--- config.mk ---
export PLATFORM = sky130hd
export DESIGN_NAME = seq_gen_111010_tx
export DESIGN_NICKNAME = d
export VERILOG_FILES = /design/src/rtl/seq_gen_pkg.sv /design/src/rtl/seq_shift_reg.sv /design/src/rtl/seq_gen_111010_tx.sv
export SDC_FILE = /design/constraint.sdc
export NUM_CORES = 1
export LEC_CHECK = 0
export ABC_AREA = 1
export BUFFER_PORTS_ARGS = -buffer_cell sky130_fd_sc_hd__buf_2
export CAP_MARGIN = 20
export CORE_MARGIN = 10
export CORE_UTILIZATION = 58
export CTS_BUF_LIST = sky130_fd_sc_hd__clkbuf_4 sky130_fd_sc_hd__clkbuf_8
export CTS_CLUSTER_SIZE = 16
export DETAILED_ROUTE_END_ITERATION = 6
export PLACE_DENSITY = 0.82
export SETUP_SLACK_MARGIN = 0.02
export SYNTH_ARGS = -nofsm -noshare
export SYNTH_HDL_FRONTEND = slang
export SYNTH_SLANG_ARGS = --single-unit
--- constraint.sdc ---
create_clock -name clk -period 2 [get_ports clk]
set_clock_uncertainty 0.15 [all_clocks]
set_input_delay 0 -clock clk [delete_from_list [all_inputs] [get_ports clk]]
set_output_delay 0 -clock clk [all_outputs]
set_load 0.03 [all_outputs]
--- src/rtl/seq_gen_pkg.sv ---
// -----------------------------------------------------------------------------
// seq_gen_pkg
// Shared types and defaults for the serial frame generator.
//   state_t      : FSM state encoding (ST_GAP only exists with SEQ_GEN_GAP_EN)
//   DEF_PATTERN  : default frame, sent MSB first
//   DEF_WIDTH    : default frame length in bits
//   DEF_GAP_LEN  : default idle-zero bits between frames
// Configuration macro: SEQ_GEN_GAP_EN
// -----------------------------------------------------------------------------
package seq_gen_pkg;

    localparam int                   DEF_WIDTH   = 6;
    localparam int                   DEF_GAP_LEN = 2;
    localparam logic [DEF_WIDTH-1:0] DEF_PATTERN = 6'b111010;

    typedef enum logic [1:0] {
        ST_IDLE  = 2'd0,
        ST_SHIFT = 2'd1,
`ifdef SEQ_GEN_GAP_EN
        ST_GAP   = 2'd2,
`endif
        ST_DONE  = 2'd3
    } state_t;

endpackage

--- src/rtl/seq_shift_reg.sv ---
// -----------------------------------------------------------------------------
// seq_shift_reg
// Parallel-load, MSB-first shift register holding the frame being sent.
// Ports:
//   clk   : clock, rising edge
//   rst   : synchronous active-low reset
//   clr   : synchronous clear (highest priority after reset)
//   load  : load din in parallel
//   shift : shift left by one, zero fill
//   din   : parallel frame data
//   msb   : current serial bit (register MSB)
// Zero fill means the register naturally empties once a frame is shifted
// out, so the MSB doubles as a registered serial output that is 0 between
// bursts.
// -----------------------------------------------------------------------------
module seq_shift_reg
    import seq_gen_pkg::*;
#(
    parameter int WIDTH = DEF_WIDTH
) (
    input  logic             clk,
    input  logic             rst,
    input  logic             clr,
    input  logic             load,
    input  logic             shift,
    input  logic [WIDTH-1:0] din,
    output logic             msb
);

    logic [WIDTH-1:0] data;

    always_ff @(posedge clk) begin
        if (!rst) begin
            data <= '0;
        end else if (clr) begin
            data <= '0;
        end else if (load) begin
            data <= din;
        end else if (shift) begin
            data <= {data[WIDTH-2:0], 1'b0};
        end
    end

    assign msb = data[WIDTH-1];

endmodule

--- src/rtl/seq_gen_111010_tx.sv ---
// -----------------------------------------------------------------------------
// seq_gen_111010_tx
// Burst serial frame generator: sends PATTERN (MSB first) rep_cnt+1 times.
// Ports:
//   clk     : clock, rising edge
//   rst     : synchronous active-low reset
//   start   : request a burst (accepted only in IDLE)
//   rep_cnt : burst length minus one, captured at start
//   abort   : cancel the burst in SHIFT/GAP, no done pulse
//   out_seq : registered serial data
//   busy    : burst in progress
//   done    : one-cycle pulse after a normally completed burst
// Configuration macro: SEQ_GEN_GAP_EN inserts GAP_LEN idle-zero bits between
// frames of a burst; without it frames are back-to-back.
//
// state    | meaning
// ---------+-----------------------------------------------------
// ST_IDLE  | waiting for start, outputs low
// ST_SHIFT | sending frame bits, bit_cnt 0..WIDTH-1
// ST_GAP   | idle zeros between frames (SEQ_GEN_GAP_EN only)
// ST_DONE  | single-cycle done pulse, back to IDLE
// -----------------------------------------------------------------------------
module seq_gen_111010_tx
    import seq_gen_pkg::*;
#(
    parameter int               WIDTH   = DEF_WIDTH,
    parameter logic [WIDTH-1:0] PATTERN = DEF_PATTERN,
    parameter int               GAP_LEN = DEF_GAP_LEN
) (
    input  logic       clk,
    input  logic       rst,
    input  logic       start,
    input  logic [3:0] rep_cnt,
    input  logic       abort,
    output logic       out_seq,
    output logic       busy,
    output logic       done
);

    localparam int CNT_W = $clog2(WIDTH);

    if (WIDTH < 2 || WIDTH > 16) begin : g_width_chk
        $error("seq_gen_111010_tx: WIDTH must be 2..16");
    end

    state_t           state, state_nxt;
    logic [CNT_W-1:0] bit_cnt, bit_cnt_nxt;
    logic [3:0]       frm_cnt, frm_cnt_nxt;   // frames still to send after this one
    logic             sr_load, sr_shift, sr_clr;
    logic             bit_last;

`ifdef SEQ_GEN_GAP_EN
    localparam int GAP_W = (GAP_LEN > 1) ? $clog2(GAP_LEN) : 1;

    if (GAP_LEN < 1) begin : g_gap_chk
        $error("seq_gen_111010_tx: GAP_LEN must be at least 1");
    end

    logic [GAP_W-1:0] gap_cnt, gap_cnt_nxt;
`else
    if (GAP_LEN < 0) begin : g_gap_chk
        $error("seq_gen_111010_tx: GAP_LEN must not be negative");
    end
`endif

    assign bit_last = (bit_cnt == CNT_W'(WIDTH - 1));

    always_ff @(posedge clk) begin
        if (!rst) begin
            state   <= ST_IDLE;
            bit_cnt <= '0;
            frm_cnt <= '0;
`ifdef SEQ_GEN_GAP_EN
            gap_cnt <= '0;
`endif
        end else begin
            state   <= state_nxt;
            bit_cnt <= bit_cnt_nxt;
            frm_cnt <= frm_cnt_nxt;
`ifdef SEQ_GEN_GAP_EN
            gap_cnt <= gap_cnt_nxt;
`endif
        end
    end

    always_comb begin
        state_nxt   = state;
        bit_cnt_nxt = bit_cnt;
        frm_cnt_nxt = frm_cnt;
        sr_load     = 1'b0;
        sr_shift    = 1'b0;
        sr_clr      = 1'b0;
`ifdef SEQ_GEN_GAP_EN
        gap_cnt_nxt = gap_cnt;
`endif
        case (state)
            ST_IDLE: begin
                if (start) begin
                    state_nxt   = ST_SHIFT;
                    sr_load     = 1'b1;
                    bit_cnt_nxt = '0;
                    frm_cnt_nxt = rep_cnt;
                end
            end
            ST_SHIFT: begin
                // abort wins over frame/burst completion
                if (abort) begin
                    state_nxt   = ST_IDLE;
                    sr_clr      = 1'b1;
                    bit_cnt_nxt = '0;
                    frm_cnt_nxt = '0;
                end else if (bit_last) begin
                    bit_cnt_nxt = '0;
                    if (frm_cnt == 4'd0) begin
                        // shifting out the last bit leaves the register empty
                        state_nxt = ST_DONE;
                        sr_shift  = 1'b1;
                    end else begin
                        frm_cnt_nxt = frm_cnt - 4'd1;
`ifdef SEQ_GEN_GAP_EN
                        state_nxt   = ST_GAP;
                        sr_shift    = 1'b1;
                        gap_cnt_nxt = GAP_W'(GAP_LEN - 1);
`else
                        sr_load     = 1'b1;
`endif
                    end
                end else begin
                    sr_shift    = 1'b1;
                    bit_cnt_nxt = bit_cnt + CNT_W'(1);
                end
            end
`ifdef SEQ_GEN_GAP_EN
            ST_GAP: begin
                if (abort) begin
                    state_nxt   = ST_IDLE;
                    sr_clr      = 1'b1;
                    frm_cnt_nxt = '0;
                    gap_cnt_nxt = '0;
                end else if (gap_cnt == '0) begin
                    state_nxt = ST_SHIFT;
                    sr_load   = 1'b1;
                end else begin
                    gap_cnt_nxt = gap_cnt - GAP_W'(1);
                end
            end
`endif
            ST_DONE: begin
                state_nxt = ST_IDLE;
            end
            default: begin
                state_nxt = ST_IDLE;
            end
        endcase
    end

    seq_shift_reg #(
        .WIDTH (WIDTH)
    ) u_shift (
        .clk   (clk),
        .rst   (rst),
        .clr   (sr_clr),
        .load  (sr_load),
        .shift (sr_shift),
        .din   (PATTERN),
        .msb   (out_seq)
    );

    assign busy = (state != ST_IDLE) && (state != ST_DONE);
    assign done = (state == ST_DONE);

endmodule

== Yosys cells after proc, flatten, opt, wreduce, memory -nomap -nowiden ==
Cells that the tools add are included.
Storage, ports and cells
  memory bits (read-only): 0
  bits in registers: 14
  bits in latches: 0
  bits in writable memories: 0
  output and inout bits: 3
  memories: 0
  word-level logic and storage cells: 54
Operators by class
  magnitude comparators: 0
  equality and inequality tests: 8
  multiply operators: 0
  add/sub/neg operators: 2
  reductions and logical operators: 11
  shift-type cells: 0
  div/mod/pow operators: 0
  bitwise gates (word level): 1
  muxes and demuxes: 27
Operators by type and width (number)
  4-bit two-way mux: 4
  6-bit two-way mux: 2
  1-bit two-way mux: 10
  3-bit two-way mux: 3
  3-bit != test (second input constant): 3
  2-bit two-way mux: 4
  4-bit one-hot mux with 2 select lines: 1
  3-bit one-hot mux with 2 select lines: 1
  2-bit nonzero test: 3
  4-bit logical NOT: 1
  2-bit != test (second input constant): 2
  2-bit one-hot mux with 2 select lines: 1
  4-bit AND reduction: 1
  4-bit by 1-bit subtractor with 4-bit output (second input constant): 1
  3-bit by 1-bit adder with 3-bit output (second input constant): 1
  3-bit equality test (second input constant): 1
  3-bit AND reduction: 1
  3-bit OR reduction: 1
  2-bit by 1-bit equality test with 1-bit output (second input constant): 1
  2-bit equality test (second input constant): 1
  2-bit logical NOT: 1
  1-bit one-hot mux with 2 select lines: 1
  2-bit AND reduction: 1
  2-bit OR reduction: 1
  2 further kinds: 2

== Depth between registers and ports, before layout ==
Gate-level depths: netlist (run 1).
  depth after elaboration: 7
  mapped depth: 10
  depth with buffers taken out: 10

== By module ==
A second synthesis (run 1) with hierarchy kept.
Unflattened totals
  cells, all modules: 143
  area, all modules: 953.4 um^2
Modules (own cells, without submodules)
  seq_gen_111010_tx: area an instance 635.6 um^2, times used 1, sequential area each 180.2 um^2, cells each 97
  seq_shift_reg: area an instance 317.8 um^2, times used 1, sequential area each 120.1 um^2, cells each 46

== Least setup slack after synthesis (run 1) ==
Ideal clock, no wire load.
  path type: register -> register
  start point: register state[1]
  end point: register u_shift.data[1]
  slack: 0.496 ns
  cell stages (with the launch flop): 10
  arrival: 1.238 ns
  buffers on the path: 0
  cell sequence: dfxtp_1 inv_1 ha_1 inv_2 nor2_8 nand3_4 nand2_2 nor2_1 o21ai_0 inv_1
Between the ends
  longest elaborated chain between the ends: 3
RTL lines
  from (decl): line seq_gen_111010_tx.sv:46  | state_t state, state_nxt;
  from (signal assigned): line seq_gen_111010_tx.sv:77  | state <= state_nxt;
  2-bit by 1-bit equality test with 1-bit output / 2-bit logical NOT (equally long branches): line seq_gen_111010_tx.sv:96  | case (state)
  1-bit one-hot mux with 2 select lines / 1-bit two-way mux (equally long branches): line seq_gen_111010_tx.sv:96
  6-bit two-way mux (tied with other cells): line seq_shift_reg.sv:37  | end else if (load) begin
  to (signal assigned): line seq_shift_reg.sv:38  | data <= din;
  to (signal assigned): line seq_shift_reg.sv:40  | data <= {data[WIDTH-2:0], 1'b0};
  to (decl): line seq_shift_reg.sv:30  | logic [WIDTH-1:0] data;
Parallel ways exist; a longest one is shown, timed or not.
A chain may end at the register's enable or synchronous reset.

== Worst setup path after layout (run 1) ==
Ends and elaborated chain as after synthesis.

==> qor_table.md, run 1 <==
| Parameter | This run |
|:---|:---|
| Total placed instance area | 899.6 um2 |
| Post-synthesis net count | 135 |
| Final hold slack | 0.02368 ns |
| Post-Place Cells | 147 |
| Final Cycle Share | 0.8299 |
| Stage delay of the slowest cell on the critical path | 0.33 ns |
| Cell depth of the worst hold path | 4 |
| Post-synthesis share of cell area spent on xor and xnor gates | 0 |
| Fin nets | 156 |
| Fraction of the mapped netlist area in adder cells | 0.07530 |
| Initial cell density of the core | 0.6229 |
| Core ar. | 1334 um2 |
| Main combinational cell family by area after synthesis | simple AND/OR/NAND/NOR gates |
| Hold Crit Start | abort |
| Total wire length after detailed routing | 1.703 mm |
| Commonest non-fill, non-tap cell in the layout | sky130_fd_sc_hd__nand2_1 |
| Hold bufs inserted after CTS | 6 |
| Worst hold path type | input pin to flip-flop |
| H-tree levels | 1 |
| Die boundary height | 57.85 um |
| Routed wire length per instance | 10.85 um |
| Startpoint type of the worst setup path | flip-flop |
| Number of remaining DRC errors | 0 |
| GRT overflow | 0 |
| Normalized max-slew margin | 0.7783 |
| Number of buffers created by CTS | 3 |
| Max-slew violation total from the final report | 0 |
| Routability congestion estimate | 0.9025 |
| Number of filler cells placed in the layout | 108 |
| Number of global-route vias before repair | 730 |
| Destination of the worst hold path | u_shift.data[5] |
| Timing-limited maximum frequency | 0.6025 GHz |
| Area of the multi-input gates | 471.7 um2 |
| Utilization of the core after routing | 0.7467 |
| Wire length of the first global-routing pass | 3.049 mm |
| Area contributors post-synth | sky130_fd_sc_hd__dfxtp_1 (34%), sky130_fd_sc_hd__nand2_1 (14%), sky130_fd_sc_hd__inv_1 (9.0%) |
| Port Buf Inserts | 10 |
| Clock root buffer | sky130_fd_sc_hd__clkbuf_4 |
| Cell type with the largest total area after synthesis | sky130_fd_sc_hd__dfxtp_1 |
| Accumulated negative setup slack | 0 ns |
| Worst slack at placement | 0.3447 ns |
| Critical path class | flip-flop to flip-flop |
| Maximum count of clock buffers along a single path | 2 |
| Pwr/cell area | 844.5 nW/um2 |
| Compound-gate portion of the synthesized area | 0.1551 |
| Critical Path End Type | flip-flop |
| Post-CTS setup buffers | 0 |
| Synthesized area | 830.8 um2 |
| Most frequent cell on the critical path | sky130_fd_sc_hd__inv_1 |
| Storage cell area | 280.3 um2 |
| Post-synthesis simple-gate area fraction | 0.3373 |
| Final HPWL DP | 1.294 mm |
| CTS tree | yes |
| Critical path data required time | 2.03 ns |
| N_diodes | 0 |
| Transition time at the pin with the least slew margin | 0.3291 ns |
| Final standard cell count with taps included and fillers excluded | 157 |
| Total count of hold-check failures in the final report | 0 |
| Total number of vias | 814 |
| Overall die area | 3346 um2 |
| Iter 0 DRT Violations | 38 |
| Minimum clock period after layout | 1.660 ns |
| Setup slack after layout | 0.3403 ns |
| Terminus of the critical flop-to-flop path | u_shift.data[1] |
| Status | completed |
| Die boundary width | 57.85 um |
| Register bit total from synthesis | 14 |
| Maximum Capacitance Violations | 0 |
| Worst skew pair latency | 0.28 ns |
| Number of top-level pins | 11 |
| Number of antenna violations at the first check in global routing | 0 |
| Largest net degree at the start of global routing | 11 |
| Routed vias/inst | 5.185 |
| Count of clock tree sinks | 14 |
| Number of endpoints failing setup at the final stage | 0 |
| Post-route antenna net violation count | 0 |
| Clk slew on worst S/H paths | 0.08 ns |
| R2R setup slack | 0.34 ns |
| Fraction of layout cells with a size suffix above 1 | 0.1408 |
| Final design area excluding fillers | 996.0 um2 |
| Unrepaired setup endpoints after global routing | false |
| Count of TritonRoute iterations in the first routing pass | 4 |
| Crit Path Max Fanout | 10 |
| Multiplexer share of the synthesized area | 0 |
| Total number of placement rows | 13 |
| Share of the synthesized area in the top cell type | 0.3373 |
| Static leakage | 0.5048 nW |
| Aggregate global-route resource usage | 0.1091 |
| Synth unique cells | 19 |
| Most frequent cells in the layout | sky130_fd_sc_hd__nand2_1 (32), sky130_fd_sc_hd__inv_1 (20), sky130_fd_sc_hd__dfxtp_1 (14), sky130_fd_sc_hd__nor2_1 (12) |
| Post-synthesis instance total | 122 |
| Quantity of gates resized following cts | 0 |
| Share of synthesized area occupied by flip-flops and latches | 0.3373 |
| Depth of the worst register-to-register path | 9 |
| Mean post-synth cell area | 6.810 um2 |
| Startpoint of the lowest-slack register-to-register path | state[1] |
| Area delta synth->final | 19.88% |
| Worst Path Arrival | 1.69 ns |
| Total power consumption of the routed design | 0.8411 mW |
| Cell with the largest stage delay on the worst path | sky130_fd_sc_hd__dfxtp_1 |
| Worst vdd ir | 599.2 uV |
| CP Cell Sequence | inv_1, ha_1, inv_2, nor2_8, o21ai_4, nand2_2, nor2_1, o21ai_0, inv_1 |
| YS warnings | 0 |
routing by layer:
metal  up-vias  part of all wire  global-route usage
met5         -                 0                   0
met4         0             0.025             0.05034
met3         7             0.055             0.03268
met2        20              0.43              0.1595
met1       358              0.49              0.1420
li1        429                 -                   -
critical path: cells and delay by family (launching register included):
family                   cells  cell delay [ns]
AO/OA/AOI/OAI                2             0.28
flip-flops                   1             0.33
adder cells (fa/ha/maj)      1             0.21
AND/OR/NAND/NOR              3             0.35
buffers and inverters        3             0.23
synthesized netlist by cell type (all sizes together):
library cell and count:
nand2 33, inv 21, dfxtp 14, nor2 13, o21ai 12, a21oi 10
nand3 9, ha 5, nand4 2, a211oi 1, nand3b 1, or2 1
worst max path at each step:
| stage | start | to | slack [ns] | depth (start not counted) |
|---|---|---|---|---|
| floorplan | state[1] | u_shift.data[1] | 0.50 | 9 |
| global placement | state[1] | frm_cnt[2] | 0.41 | 7 |
| detailed placement | state[1] | u_shift.data[1] | 0.34 | 9 |
| CTS | state[1] | u_shift.data[1] | 0.33 | 9 |
| global route | state[1] | u_shift.data[1] | 0.17 | 9 |
| finish | state[1] | u_shift.data[1] | 0.34 | 9 |
cell families (layout without fill, tap and decap cells):
kind of cell,count (synthesis),count (layout)
buffers and inverters,21,41
adders and majority gates,5,5
DFF,14,14
AOI/OAI and AO/OA,23,23
and+or+nand+nor,59,59
report_power, final:
part	total (mW)	switching (mW)	internal, mW
clock network	0.203	0.0921	0.111
registers	0.344	0.0261	0.318
logic	0.294	0.188	0.106
total	0.841	0.307	0.535
final cells by class:
cell class	count	share of cell area
multi-input combinational	87	0.4736
sequential	14	0.2814
timing repair buffer	16	0.1106
inverter	21	0.07915
clock buffer	4	0.03643
tap	15	0.01884
registers in the layout, indices dropped and copies added, names as in the netlist:
signal / flops
frm_cnt: 4
state: 2
u_shift.data: 5
bit_cnt: 3
(Power assumes the default switching activity.)
==> inputs of run 2 (changes only) <==
--- a/config.mk
+++ b/config.mk
@@ -5,15 +5,15 @@
 export SDC_FILE = /design/constraint.sdc
 export NUM_CORES = 1
 export LEC_CHECK = 0
-export ABC_AREA = 1
+export ABC_AREA = 0
 export BUFFER_PORTS_ARGS = -buffer_cell sky130_fd_sc_hd__buf_2
 export CAP_MARGIN = 20
 export CORE_MARGIN = 10
-export CORE_UTILIZATION = 58
+export CORE_UTILIZATION = 52
 export CTS_BUF_LIST = sky130_fd_sc_hd__clkbuf_4 sky130_fd_sc_hd__clkbuf_8
 export CTS_CLUSTER_SIZE = 16
 export DETAILED_ROUTE_END_ITERATION = 6
-export PLACE_DENSITY = 0.82
+export PLACE_DENSITY = 0.78
 export SETUP_SLACK_MARGIN = 0.02
 export SYNTH_ARGS = -nofsm -noshare
 export SYNTH_HDL_FRONTEND = slang
==> constraint.sdc (replaced) <==
create_clock -name clk -period 1.48 [get_ports clk]
set_clock_uncertainty 0.15 [all_clocks]
set_input_delay 0 -clock clk [delete_from_list [all_inputs] [get_ports clk]]
set_output_delay 0 -clock clk [all_outputs]
set_load 0.03 [all_outputs]
==> run 2 against run 1 <==
  * Utilization increased by 11 points
  * Clock power grew 9%
  * Count of clock-buffer cells in the layout shrank 1
  * First-iteration DRC count is 61% lower
  * Sequential share of layout area is 5.8 points lower
  * Global-route usage rose by 3.1 points
  * The run now ends with negative setup slack left
  * Total power rose by 38%
  * Flip-flop and latch count unchanged
  * Combinational power rose by 70%
==> qor_table.md, run 2 <==
| Parameter | This run | Delta |
|:---|:---|:---|
| Status | finished, violations left | was completed |
| Failing checks | negative setup slack |  |
| Routability congestion estimate | 0.7554 | was 0.9025 |
| Startpoint type of the worst setup path | flip-flop | unchanged |
| CTS tree | yes | unchanged |
| Normalized max-slew margin | 0.8176 | was 0.7783 |
| Register bit total from synthesis | 14 | unchanged |
| YS warnings | 0 | unchanged |
| Top cell family by delay on the critical path | flip-flops | was simple AND/OR/NAND/NOR gates |
| Post-synthesis net count | 101 | was 135 |
| Post-synthesis instance total | 88 | was 122 |
| Timing-limited maximum frequency | 0.6245 GHz | was 0.6025 GHz |
| Wire length of the first global-routing pass | 3.788 mm | was 3.049 mm |
| Mean post-synth cell area | 9.171 um2 | was 6.810 um2 |
| Synthesized area | 807.0 um2 | was 830.8 um2 |
| Critical path data required time | 1.51 ns | was 2.03 ns |
| Minimum clock period after layout | 1.601 ns | was 1.660 ns |
| H-tree levels | 1 | unchanged |
| Most numerous cell in the Yosys netlist | sky130_fd_sc_hd__dfxtp_1 | was sky130_fd_sc_hd__nand2_1 |
| Die boundary width | 59.40 um | was 57.85 um |
| Fraction of layout cells with a size suffix above 1 | 0.5079 | was 0.1408 |
| Number of filler cells placed in the layout | 75 | was 108 |
| Total count of hold-check failures in the final report | 0 | unchanged |
| Cell type with the largest total area after synthesis | sky130_fd_sc_hd__dfxtp_1 | unchanged |
| Initial cell density of the core | 0.5420 | was 0.6229 |
| Commonest cells in the netlist | sky130_fd_sc_hd__dfxtp_1 (14), sky130_fd_sc_hd__a21oi_1 (10), sky130_fd_sc_hd__nand2_1 (10) | was sky130_fd_sc_hd__nand2_1 (32), sky130_fd_sc_hd__inv_1 (20), sky130_fd_sc_hd__dfxtp_1 (14) |
| Maximum Capacitance Violations | 0 | unchanged |
| Cell with the largest stage delay on the worst path | sky130_fd_sc_hd__dfxtp_2 | was sky130_fd_sc_hd__dfxtp_1 |
| Number of buffers created by CTS | 3 | unchanged |
| Largest net degree at the start of global routing | 15 | was 11 |
| Pwr/cell area | 909.0 nW/um2 | was 844.5 nW/um2 |
| Routed wire length per instance | 17.54 um | was 10.85 um |
| Core ar. | 1489 um2 | was 1334 um2 |
| Final Cycle Share | 1.082 | was 0.8299 |
| Area delta synth->final | 58.14% | was 19.88% |
| Final hold slack | 0.006618 ns | was 0.02368 ns |
| CP Cell Sequence | inv_2, ha_4, nor3b_4, buf_6, o21ai_4, mux2i_1, nor3b_2 | was inv_1, ha_1, inv_2, nor2_8, o21ai_4, nand2_2, nor2_1, o21ai_0, inv_1 |
| Final HPWL DP | 1.486 mm | was 1.294 mm |
| Critical path class | flip-flop to flip-flop | unchanged |
| Synth unique cells | 29 | was 19 |
| Aggregate global-route resource usage | 0.1397 | was 0.1091 |
| Cell depth of the worst hold path | 4 | unchanged |
| Fraction of the mapped netlist area in adder cells | 0.07752 | was 0.07530 |
| Number of enable-type register cells in the synthesized netlist | 0 | unchanged |
| Transition time at the pin with the least slew margin | 0.2678 ns | was 0.3291 ns |
| Overall die area | 3528 um2 | was 3346 um2 |
| Accumulated negative setup slack | -0.9449 ns | was 0 ns |
| Multiplexer share of the synthesized area | 0.1008 | was 0 |
| Total number of placement rows | 14 | was 13 |
| GRT overflow | 0 | unchanged |
| Number of antenna violations at the first check in global routing | 0 | unchanged |
| Max FFs per register | 5 | unchanged |
| Stage delay of the slowest cell on the critical path | 0.35 ns | was 0.33 ns |
| Worst hold path type | input pin to flip-flop | unchanged |
| Critical Path End Type | flip-flop | unchanged |
| Routed vias/inst | 5.937 | was 5.185 |
| Crit path buf inv count | 2 | was 3 |
| Depth of the worst register-to-register path | 7 | was 9 |
| Total number of vias | 843 | was 814 |
| Area contributors post-synth | sky130_fd_sc_hd__dfxtp_1 (35%), sky130_fd_sc_hd__mux2i_1 (8.7%), sky130_fd_sc_hd__ha_1 (7.8%) | was sky130_fd_sc_hd__dfxtp_1 (34%), sky130_fd_sc_hd__nand2_1 (14%), sky130_fd_sc_hd__inv_1 (9.0%) |
| Worst slack at placement | -0.1705 ns | was 0.3447 ns |
| Iter 0 DRT Violations | 15 | was 38 |
| Share of the synthesized area in the top cell type | 0.3473 | was 0.3373 |
| Share of synthesized area occupied by flip-flops and latches | 0.3473 | was 0.3373 |
| Worst Path Arrival | 1.63 ns | was 1.69 ns |
| Register with the most flip-flops | u_shift.data | unchanged |
| Number of top-level pins | 11 | unchanged |
| Die boundary height | 59.40 um | was 57.85 um |
| Post-synthesis share of cell area spent on xor and xnor gates | 0 | unchanged |
| Number of global-route vias before repair | 873 | was 730 |
| Clock root buffer | sky130_fd_sc_hd__clkbuf_4 | unchanged |
| Worst vdd ir | 714.2 uV | was 599.2 uV |
| Port Buf Inserts | 10 | unchanged |
| Post-synthesis simple-gate area fraction | 0.2016 | was 0.3373 |
| Total number of cells along the worst setup path | 7 | was 9 |
| Number of endpoints failing setup at the final stage | 12 | was 0 |
| Fin nets | 141 | was 156 |
| Main combinational cell family by area after synthesis | compound AO/OA/AOI/OAI gates | was simple AND/OR/NAND/NOR gates |
| Count of clock tree sinks | 14 | unchanged |
| Post-route antenna net violation count | 0 | unchanged |
| N_diodes | 0 | unchanged |
| Commonest non-fill, non-tap cell in the layout | sky130_fd_sc_hd__buf_4 | was sky130_fd_sc_hd__nand2_1 |
| Crit Path Max Fanout | 5 | was 10 |
| Max-slew violation total from the final report | 0 | unchanged |
| Count of TritonRoute iterations in the first routing pass | 4 | unchanged |
| Regs by FF count | u_shift.data x5, frm_cnt x4, bit_cnt x3 | unchanged |
| Worst skew pair latency | 0.29 ns | was 0.28 ns |
| Unrepaired setup endpoints after global routing | true | was false |
| Total wire length after detailed routing | 2.491 mm | was 1.703 mm |
| FFs w/ async S/R, synth | 0 | unchanged |
| Most common flop cell mapped by yosys | sky130_fd_sc_hd__dfxtp_1 | unchanged |
| Number of remaining DRC errors | 0 | unchanged |
| Clk slew on worst S/H paths | 0.08 ns | about the same |
| Static leakage | 0.6387 nW | was 0.5048 nW |
| Maximum count of clock buffers along a single path | 2 | unchanged |
| Setup slack after layout | -0.1212 ns | was 0.3403 ns |
| Most frequent cells in the layout | sky130_fd_sc_hd__buf_4 (16), sky130_fd_sc_hd__nand2_1 (10), sky130_fd_sc_hd__dfxtp_1 (10), sky130_fd_sc_hd__buf_2 (10), sky130_fd_sc_hd__a21oi_1 (7) | was sky130_fd_sc_hd__nand2_1 (32), sky130_fd_sc_hd__inv_1 (20), sky130_fd_sc_hd__dfxtp_1 (14), sky130_fd_sc_hd__nor2_1 (12) |
| Compound-gate portion of the synthesized area | 0.2109 | was 0.1551 |
## run 2: worst reg2reg max path: stages, from the launching register on
cell and delay [ns]:
sky130_fd_sc_hd__dfxtp_2 0.35, sky130_fd_sc_hd__inv_2 0.05, sky130_fd_sc_hd__ha_4 0.14, sky130_fd_sc_hd__nor3b_4 0.15, sky130_fd_sc_hd__buf_6 0.13, sky130_fd_sc_hd__o21ai_4 0.21
sky130_fd_sc_hd__mux2i_1 0.25, sky130_fd_sc_hd__nor3b_2 0.06
## run 2: path summary, 6_finish.rpt
kind | to | slack [ns] | startpoint
worst max register to register | u_shift.data[2] | -0.12 | frm_cnt[0]
worst max-delay path | u_shift.data[2] | -0.12 | frm_cnt[0]
worst min register to register | u_shift.data[1] | 0.31 | u_shift.data[1]
worst min-delay path | frm_cnt[3] | 0.007 | rep_cnt[3]
## run 2: per-stage QoR
stage,utilization,power (mW),instance area [um2],cells
after CTS,0.8160,1.098,1215,140
final,0.8571,1.160,1276,142
after global placement,0.6807,0.7696,1013,128
after detailed placement,0.6807,0.7817,1013,128
after global routing,0.8571,1.213,1276,142
after floorplan,-,0.6594,838.3,88
## run 2: per-layer routing
metal | wire length, um | track usage | part of all wire | up-vias
li1 | - | - | - | 396
met5 | 0 | 0 | 0 | -
met3 | 137 | 0.02575 | 0.055 | 7
met2 | 1283 | 0.2467 | 0.52 | 31
met4 | 63 | 0.09508 | 0.025 | 0
met1 | 1007 | 0.1441 | 0.40 | 409
## run 2: final cells by class
| cell class | count | area (um2) | area share |
|---|---|---|---|
| sequential | 14 | 285.3 | 0.2235 |
| multi-input combinational | 63 | 628.1 | 0.4922 |
| tap | 16 | 20.02 | 0.01569 |
| timing repair buffer | 37 | 286.5 | 0.2245 |
| clock buffer | 3 | 22.52 | 0.01765 |
| inverter | 9 | 33.78 | 0.02647 |
## run 2: where the power goes
part	total (mW)	switching [mW]	leakage (nW)	internal, mW
sequential	0.439	0.0285	0.116	0.411
clock	0.221	0.126	0.0138	0.0947
combinational	0.500	0.246	0.509	0.254
total	1.16	0.401	0.639	0.759
## run 2: cell families (layout without fill, tap and decap cells)
family,after synthesis,count (layout)
fa+ha+maj,5,5
buf+inv,12,49
simple gates,25,25
compound gates,24,25
flops,14,14
mux,8,8
## run 2: repair_timing
item	CTS	global route
hold buffers	6	0
gates resized for setup	25	8
pin swaps	7	5
setup buffers	2	2
endpoints found under the setup margin	14	14
endpoints found under the hold margin	14	0
gates cloned	1	0
